===== src/rtl/ycbcr_pkg.sv =====
// ycbcr_pkg: shared types and helpers for the 4:2:2 -> 4:4:4 chroma upsampler.
//   DATA_W_DEF : default sample width
//   phase_e    : position of the current byte inside a Cb Y0 Cr Y1 group
//   rnd_avg    : rounding average (a+b+1)>>1, computed one bit wider than the
//                operands so the carry is kept
package ycbcr_pkg;

  localparam int DATA_W_DEF = 8;

  typedef enum logic [1:0] {PH_CB, PH_Y0, PH_CR, PH_Y1} phase_e;

  function automatic logic [31:0] rnd_avg(input logic [31:0] a, input logic [31:0] b);
    logic [32:0] s;
    s = {1'b0, a} + {1'b0, b} + 33'd1;
    return 32'(s >> 1);
  endfunction

endpackage


===== src/rtl/chroma_avg2.sv =====
// chroma_avg2: combinational rounding average of two chroma samples.
//   i_a, i_b : DATA_W samples
//   o_avg    : (i_a + i_b + 1) >> 1, round half up
module chroma_avg2 import ycbcr_pkg::*; #(
  parameter int DATA_W = DATA_W_DEF
) (
  input  logic [DATA_W-1:0] i_a,
  input  logic [DATA_W-1:0] i_b,
  output logic [DATA_W-1:0] o_avg
);

  assign o_avg = DATA_W'(rnd_avg(32'(i_a), 32'(i_b)));

endmodule


===== src/rtl/ycbcr422_to_444.sv =====
// ycbcr422_to_444: chroma upsampler, interleaved 4:2:2 (Cb Y0 Cr Y1 ...) to
// one {y,cb,cr} pixel per strobe. All outputs registered, one cycle after the
// accepting byte.
//   i_clk, i_rst_n (async, active low)
//   i_din / i_din_valid / i_din_sol / i_din_eol : input byte stream
//   o_y, o_cb, o_cr / o_dout_valid / o_dout_sol / o_dout_eol : output pixel
//   o_sync_err : one-cycle pulse on framing violation
// Build option: CHROMA_INTERP_EN -- odd pixels get chroma averaged with the
// next group; the odd pixel is held pending and, at end of line, flushed in a
// dedicated cycle with replicated chroma. Undefined: odd pixels replicate.
module ycbcr422_to_444 import ycbcr_pkg::*; #(
  parameter int DATA_W = DATA_W_DEF
) (
  input  logic              i_clk,
  input  logic              i_rst_n,
  input  logic [DATA_W-1:0] i_din,
  input  logic              i_din_valid,
  input  logic              i_din_sol,
  input  logic              i_din_eol,
  output logic [DATA_W-1:0] o_y,
  output logic [DATA_W-1:0] o_cb,
  output logic [DATA_W-1:0] o_cr,
  output logic              o_dout_valid,
  output logic              o_dout_sol,
  output logic              o_dout_eol,
  output logic              o_sync_err
);

  phase_e r_phase, w_phase_nxt, w_byte_ph;
  logic              w_sol, w_eol, w_err;
  logic [DATA_W-1:0] r_cb, r_y0, r_cr;
  logic              r_sol_pend;
  logic              w_emit, w_even, w_oeol;
  logic [DATA_W-1:0] w_y, w_cb, w_cr;

  // Phase tracking; a sol byte is always taken as Cb.
  always_comb begin
    w_sol       = i_din_valid & i_din_sol;
    w_byte_ph   = w_sol ? PH_CB : r_phase;
    w_phase_nxt = r_phase;
    if (i_din_valid) begin
      case (w_byte_ph)
        PH_CB:   w_phase_nxt = PH_Y0;
        PH_Y0:   w_phase_nxt = PH_CR;
        PH_CR:   w_phase_nxt = PH_Y1;
        default: w_phase_nxt = PH_CB;
      endcase
    end
    w_eol = i_din_valid & i_din_eol & (w_byte_ph == PH_Y1);
    w_err = (w_sol & (r_phase != PH_CB)) |
            (i_din_valid & i_din_eol & (w_byte_ph != PH_Y1));
  end

  always_ff @(posedge i_clk or negedge i_rst_n) begin
    if (!i_rst_n) r_phase <= PH_CB;
    else          r_phase <= w_phase_nxt;
  end

  always_ff @(posedge i_clk or negedge i_rst_n) begin
    if (!i_rst_n) begin
      r_cb <= '0; r_y0 <= '0; r_cr <= '0;
    end else if (i_din_valid) begin
      case (w_byte_ph)
        PH_CB:   r_cb <= i_din;
        PH_Y0:   r_y0 <= i_din;
        PH_CR:   r_cr <= i_din;
        default: ;
      endcase
    end
  end

  // sol marks the next even pixel; Cb bytes never emit, so set/clear never collide.
  always_ff @(posedge i_clk or negedge i_rst_n) begin
    if (!i_rst_n)    r_sol_pend <= 1'b0;
    else if (w_sol)  r_sol_pend <= 1'b1;
    else if (w_even) r_sol_pend <= 1'b0;
  end

`ifdef CHROMA_INTERP_EN
  logic              r_pend_vld, r_flush;
  logic [DATA_W-1:0] r_pend_y, r_pend_cb, r_pend_cr;
  logic [DATA_W-1:0] w_cb_avg, w_cr_avg;

  // Odd pixel k-1 blends its own chroma with group k's (Cb_k already held, Cr_k on the bus).
  chroma_avg2 #(.DATA_W(DATA_W)) u_avg_cb (.i_a(r_pend_cb), .i_b(r_cb),  .o_avg(w_cb_avg));
  chroma_avg2 #(.DATA_W(DATA_W)) u_avg_cr (.i_a(r_pend_cr), .i_b(i_din), .o_avg(w_cr_avg));

  // Flush only occurs in phase CB, so it can never coincide with a Y1 or Cr emission.
  always_comb begin
    w_emit = 1'b0; w_even = 1'b0; w_oeol = 1'b0;
    w_y = r_y0; w_cb = r_cb; w_cr = r_cr;
    if (r_flush) begin
      w_emit = 1'b1; w_oeol = 1'b1;
      w_y = r_pend_y; w_cb = r_pend_cb; w_cr = r_pend_cr;
    end else if (i_din_valid && w_byte_ph == PH_Y1) begin
      w_emit = 1'b1; w_even = 1'b1;
    end else if (i_din_valid && w_byte_ph == PH_CR && r_pend_vld) begin
      w_emit = 1'b1;
      w_y = r_pend_y; w_cb = w_cb_avg; w_cr = w_cr_avg;
    end
  end

  // Any sol discards a leftover odd pixel (a flush in the same cycle still emits it).
  always_ff @(posedge i_clk or negedge i_rst_n) begin
    if (!i_rst_n) begin
      r_pend_vld <= 1'b0; r_flush <= 1'b0;
      r_pend_y <= '0; r_pend_cb <= '0; r_pend_cr <= '0;
    end else if (i_din_valid && w_byte_ph == PH_Y1) begin
      r_pend_vld <= 1'b1; r_flush <= w_eol;
      r_pend_y <= i_din; r_pend_cb <= r_cb; r_pend_cr <= r_cr;
    end else if (w_emit || w_sol) begin
      r_pend_vld <= 1'b0; r_flush <= 1'b0;
    end
  end
`else
  always_comb begin
    w_emit = 1'b0; w_even = 1'b0; w_oeol = 1'b0;
    w_y = r_y0; w_cb = r_cb; w_cr = i_din;
    if (i_din_valid && w_byte_ph == PH_CR) begin
      w_emit = 1'b1; w_even = 1'b1;
    end else if (i_din_valid && w_byte_ph == PH_Y1) begin
      w_emit = 1'b1; w_oeol = w_eol;
      w_y = i_din; w_cr = r_cr;
    end
  end
`endif

  always_ff @(posedge i_clk or negedge i_rst_n) begin
    if (!i_rst_n) begin
      o_y <= '0; o_cb <= '0; o_cr <= '0;
      o_dout_valid <= 1'b0; o_dout_sol <= 1'b0; o_dout_eol <= 1'b0; o_sync_err <= 1'b0;
    end else begin
      o_dout_valid <= w_emit;
      o_dout_sol   <= w_even & r_sol_pend;
      o_dout_eol   <= w_oeol;
      o_sync_err   <= w_err;
      if (w_emit) begin
        o_y <= w_y; o_cb <= w_cb; o_cr <= w_cr;
      end
    end
  end

endmodule


===== config.mk =====
export PLATFORM = sky130hd
export DESIGN_NAME = ycbcr422_to_444
export DESIGN_NICKNAME = d
export VERILOG_FILES = /design/src/rtl/ycbcr_pkg.sv /design/src/rtl/chroma_avg2.sv /design/src/rtl/ycbcr422_to_444.sv
export SDC_FILE = /design/constraint.sdc
export NUM_CORES = 1
export LEC_CHECK = 0
export ABC_AREA = 1
export BUFFER_PORTS_ARGS = -buffer_cell sky130_fd_sc_hd__buf_2
export CORE_UTILIZATION = 45
export DETAILED_ROUTE_END_ITERATION = 12
export GPL_TIMING_DRIVEN = 0
export PLACE_DENSITY = 0.74
export SYNTH_ARGS = -nofsm -noshare
export SYNTH_HDL_FRONTEND = slang
export SYNTH_SLANG_ARGS = --single-unit

===== constraint.sdc =====
create_clock -name i_clk -period 1.65 [get_ports i_clk]
set_input_delay 0.0825 -clock i_clk [delete_from_list [all_inputs] [get_ports i_clk]]
set_output_delay 0.0825 -clock i_clk [all_outputs]
set_load 0.005 [all_outputs]

==> results.md <==
| Step | Quantity | Reported |
|---|---|---|
| run status | Result of the run | finished clean |
| routing | Post-route antenna net violation count | 0 |
| power and ir drop | P per Cell Area | 1500 nW/um^2 |
| yosys | Avg Cell Area, Syn | 8.98 um^2 |
| layout | Number of fillers in the final layout | 446 |
| yosys | Cell variety after synth | 15 |
| power and ir drop | IR Drop Worst-Case VDD | 900 uV |
| sta | Final critical-path required period | 1.52 ns |
| routing | Routed vias | 1,830 |
| routing | Number of iterations in the first detailed-routing pass | 4 |
| setup path | Required time worst endpoint | 1.86 ns |
| routing | Vias per inst | 4.87 |
| sta | Transition time at the pin with the least slew margin | 1.18 ns |
| layout | Number of inserted diodes | 0 |
| yosys | Warnings, synthesis | 0 |
| clock network | Worst-Skew Late Latency | 0.31 ns |
| sta | Max-slew headroom at the worst pin | 21.0% |
| global route | Maximum number of pins on one net before global-route repair | 56 |
| layout | Area Overhead vs Synth | 18.8% |
| global route | Global Route Usage Sum | 20.4% |
| place | Count of input and output buffers | 40 |
| job | Max-cap violations | 0 |
| yosys | Post-Syn Area | 2320 um^2 |
| global route | Number of antenna violations at the first check in global routing | 0 |
| layout | Most frequent standard cell in the layout excluding fill and tap cells | sky130_fd_sc_hd__nand2_1 |
| sta | Final worst-path cycle share | 92.3% |
| sta | Smallest setup slack after layout | 0.126 ns |
| power and ir drop | LEAKAGE | 0.00154 uW |
| yosys | Post-Syn Nets | 275 |
| sta | Clock skew after layout | 0.00377 ns |
| die | Standard-cell rows | 25 |
| sta | Endpoints failing hold | 0 |
| layout | Fraction of layout instances using a drive strength above 1 | 21.0% |
| sta | Total setup violations reported at the end of the flow | 0 |
| clock network | H-tree depth | 2 |
| die | I/O pin cnt | 41 |
| setup path | Launching element type of the critical path | flip-flop |
| setup path | Critical path fanouts, max | 10 |
| setup path | Start-to-end type of the worst setup path | flip-flop to flip-flop |
| die | Die Span X | 73.7 um |
| routing | Violation count after the first detailed-routing iteration | 132 |
| global route | Overflow left after global routing | 0 |
| layout | Number of nets in the finished design | 325 |
| clock network | Max clock buf depth | 2 |
| clock network | Root Buffer | sky130_fd_sc_hd__clkbuf_8 |
| layout | Final cell area excluding filler cells | 2750 um^2 |
| layout | Most frequent cells in the layout | sky130_fd_sc_hd__nand2_1, sky130_fd_sc_hd__dfrtp_1, sky130_fd_sc_hd__nand3_1 |
| place | DP Wirelength | 3350 um |
| die | Height of the die | 73.7 um |
| setup path | Critical path data arrival time | 1.73 ns |
| routing | Final routed DRC violation total | 0 |
| hold path | Path category of the worst min-delay check | input port to asynchronous set/reset pin |
| die | Initial core utilization | 47.8% |
| sta | Timing-limited maximum frequency | 656 MHz |
| setup path | CP endpoint kind | flip-flop |
| clock network | Clock transition time at the flip-flop clock pins of the worst setup and hold paths | 0.09 ns |
| setup path | Reg2reg setup slack | 0.13 ns |
| yosys | Number of instances in the synthesized netlist | 258 |
| yosys | Share of synthesized area occupied by flip-flops and latches | 59.4% |
| sta | Final Max Tran Viols | 0 |
| global route | Number of global-route vias before repair | 1,770 |
| global route | First-pass GRT wire length | 8230 um |
| die | Core outline area | 4850 um^2 |
| clock network | Clock tree from TritonCTS | built |
| place | Placed cell areas | 2600 um^2 |
| routing | Sum of routed wire length over all layers | 4790 um |
| die | Die ar. | 5440 um^2 |
| routing | Routed wirelength normalized by instance count | 12.7 um |
| place | Final weighted congestion in routability-driven placement | 0.800 |
| sta | Unrepaired setup endpoints after global routing | false |
| yosys | Count of state elements after synthesis | 55 |
| place | Post-place setup slack | -0.226 ns |
| clock network | Clock sink total | 55 |
| clock network | CTS buffer count | 5 |
==> repair_timing <==
item,CTS,global route
hold buffers,3,0
setup endpoints to repair,19,36
buffers inserted,0,1
gates resized for setup,2,4
endpoints found under the hold margin,3,0
pin swaps,0,0
==> kinds of logic after synthesis <==
logic type,count (synthesis),share of synthesized area (%)
AND/OR/NAND/NOR,142,26.7
flip-flops,55,59.4
buffers and inverters,37,7.35
AO/OA/AOI/OAI,20,4.38
adder cells (fa/ha/maj),4,2.16
==> synth_stat cells (all sizes together) <==
cell type  number  area, um^2
clkbuf          2        7.51
nor3b           1        12.5
buf            12        76.3
o21ai          19        95.1
nand2          86         333
o22ai           1        6.26
inv            23        86.3
nand3          53         265
dfrtp          55        1380
nor2            2        7.51
ha              4        50.1
==> flip-flops by register name, summed over array words and instances, names as in the netlist <==
| register | cells |
|---|---|
| r_y0 | 8 |
| o_dout_eol | 1 |
| o_dout_valid | 1 |
| o_dout_sol | 1 |
| r_cb | 8 |
| r_phase | 2 |
| o_y | 8 |
| r_sol_pend | 1 |
| o_cr | 8 |
| o_sync_err | 1 |
| o_cb | 8 |
| r_cr | 8 |
==> layer usage <==
metal / GRT usage, % / vias up / part of all wire (%)
met2: 31.3 / 40 / 46
li1: - / 919 / -
met3: 4.25 / 7 / 4.4
met5: 0 / - / 0
met4: 10.0 / 0 / 1.5
met1: 27.6 / 864 / 48
==> stage by stage <==
| step | hold WS, ns | total power (uW) | utilization [%] | setup TNS, ns | cells |
|---|---|---|---|---|---|
| after global routing | 0.0405 | 4480 | 56.7 | 0 | 376 |
| after global placement | 0.320 | 3300 | 53.6 | -4.44 | 365 |
| after floorplan | -0.213 | 2840 | - | 0 | 258 |
| final | 0.00432 | 4130 | 56.7 | 0 | 376 |
| after CTS | 0.00549 | 4160 | 56.4 | 0 | 376 |
| after detailed placement | 0.322 | 3340 | 53.6 | -5.46 | 365 |
==> area by class of cell <==
type	count	area (um^2)	area share [%]
buffer	13	92.6	3.37
clock buffer	8	100	3.64
inverter	23	86.3	3.14
multi-input combinational	166	774	28.1
sequential	55	1380	50.0
tap	67	83.8	3.05
timing repair buffer	44	238	8.64
==> worst max-delay path, cell delays in order, from the launching register on <==
cell and delay (ns):
sky130_fd_sc_hd__dfrtp_1 0.42, sky130_fd_sc_hd__nand2_1 0.13, sky130_fd_sc_hd__inv_1 0.08, sky130_fd_sc_hd__ha_1 0.25, sky130_fd_sc_hd__nand2_4 0.13, sky130_fd_sc_hd__nand2_2 0.09, sky130_fd_sc_hd__buf_6 0.15, sky130_fd_sc_hd__nand3_1 0.12
sky130_fd_sc_hd__nand2_1 0.06
==> where the power goes <==
group | leakage [uW] | switching (uW) | total (uW) | internal (uW)
registers | 0.000688 | 252 | 2130 | 1880
logic | 0.000806 | 641 | 1190 | 553
clock network | 0.0000515 | 428 | 811 | 384
total | 0.00154 | 1320 | 4130 | 2810
==> path summary, 6_finish.rpt <==
kind	endpoint	cells after the start	from
min in group i_clk	r_cr[4]	3	i_din[4]
max in group asynchronous	o_sync_err	1	i_rst_n
setup reg to reg	o_y[0]	8	r_phase[0]
hold / removal	o_cb[6]	1	i_rst_n
hold reg to reg	r_cr[0]	2	r_cr[0]
setup / recovery	o_y[0]	8	r_phase[0]
(Power assumes the default switching activity.)
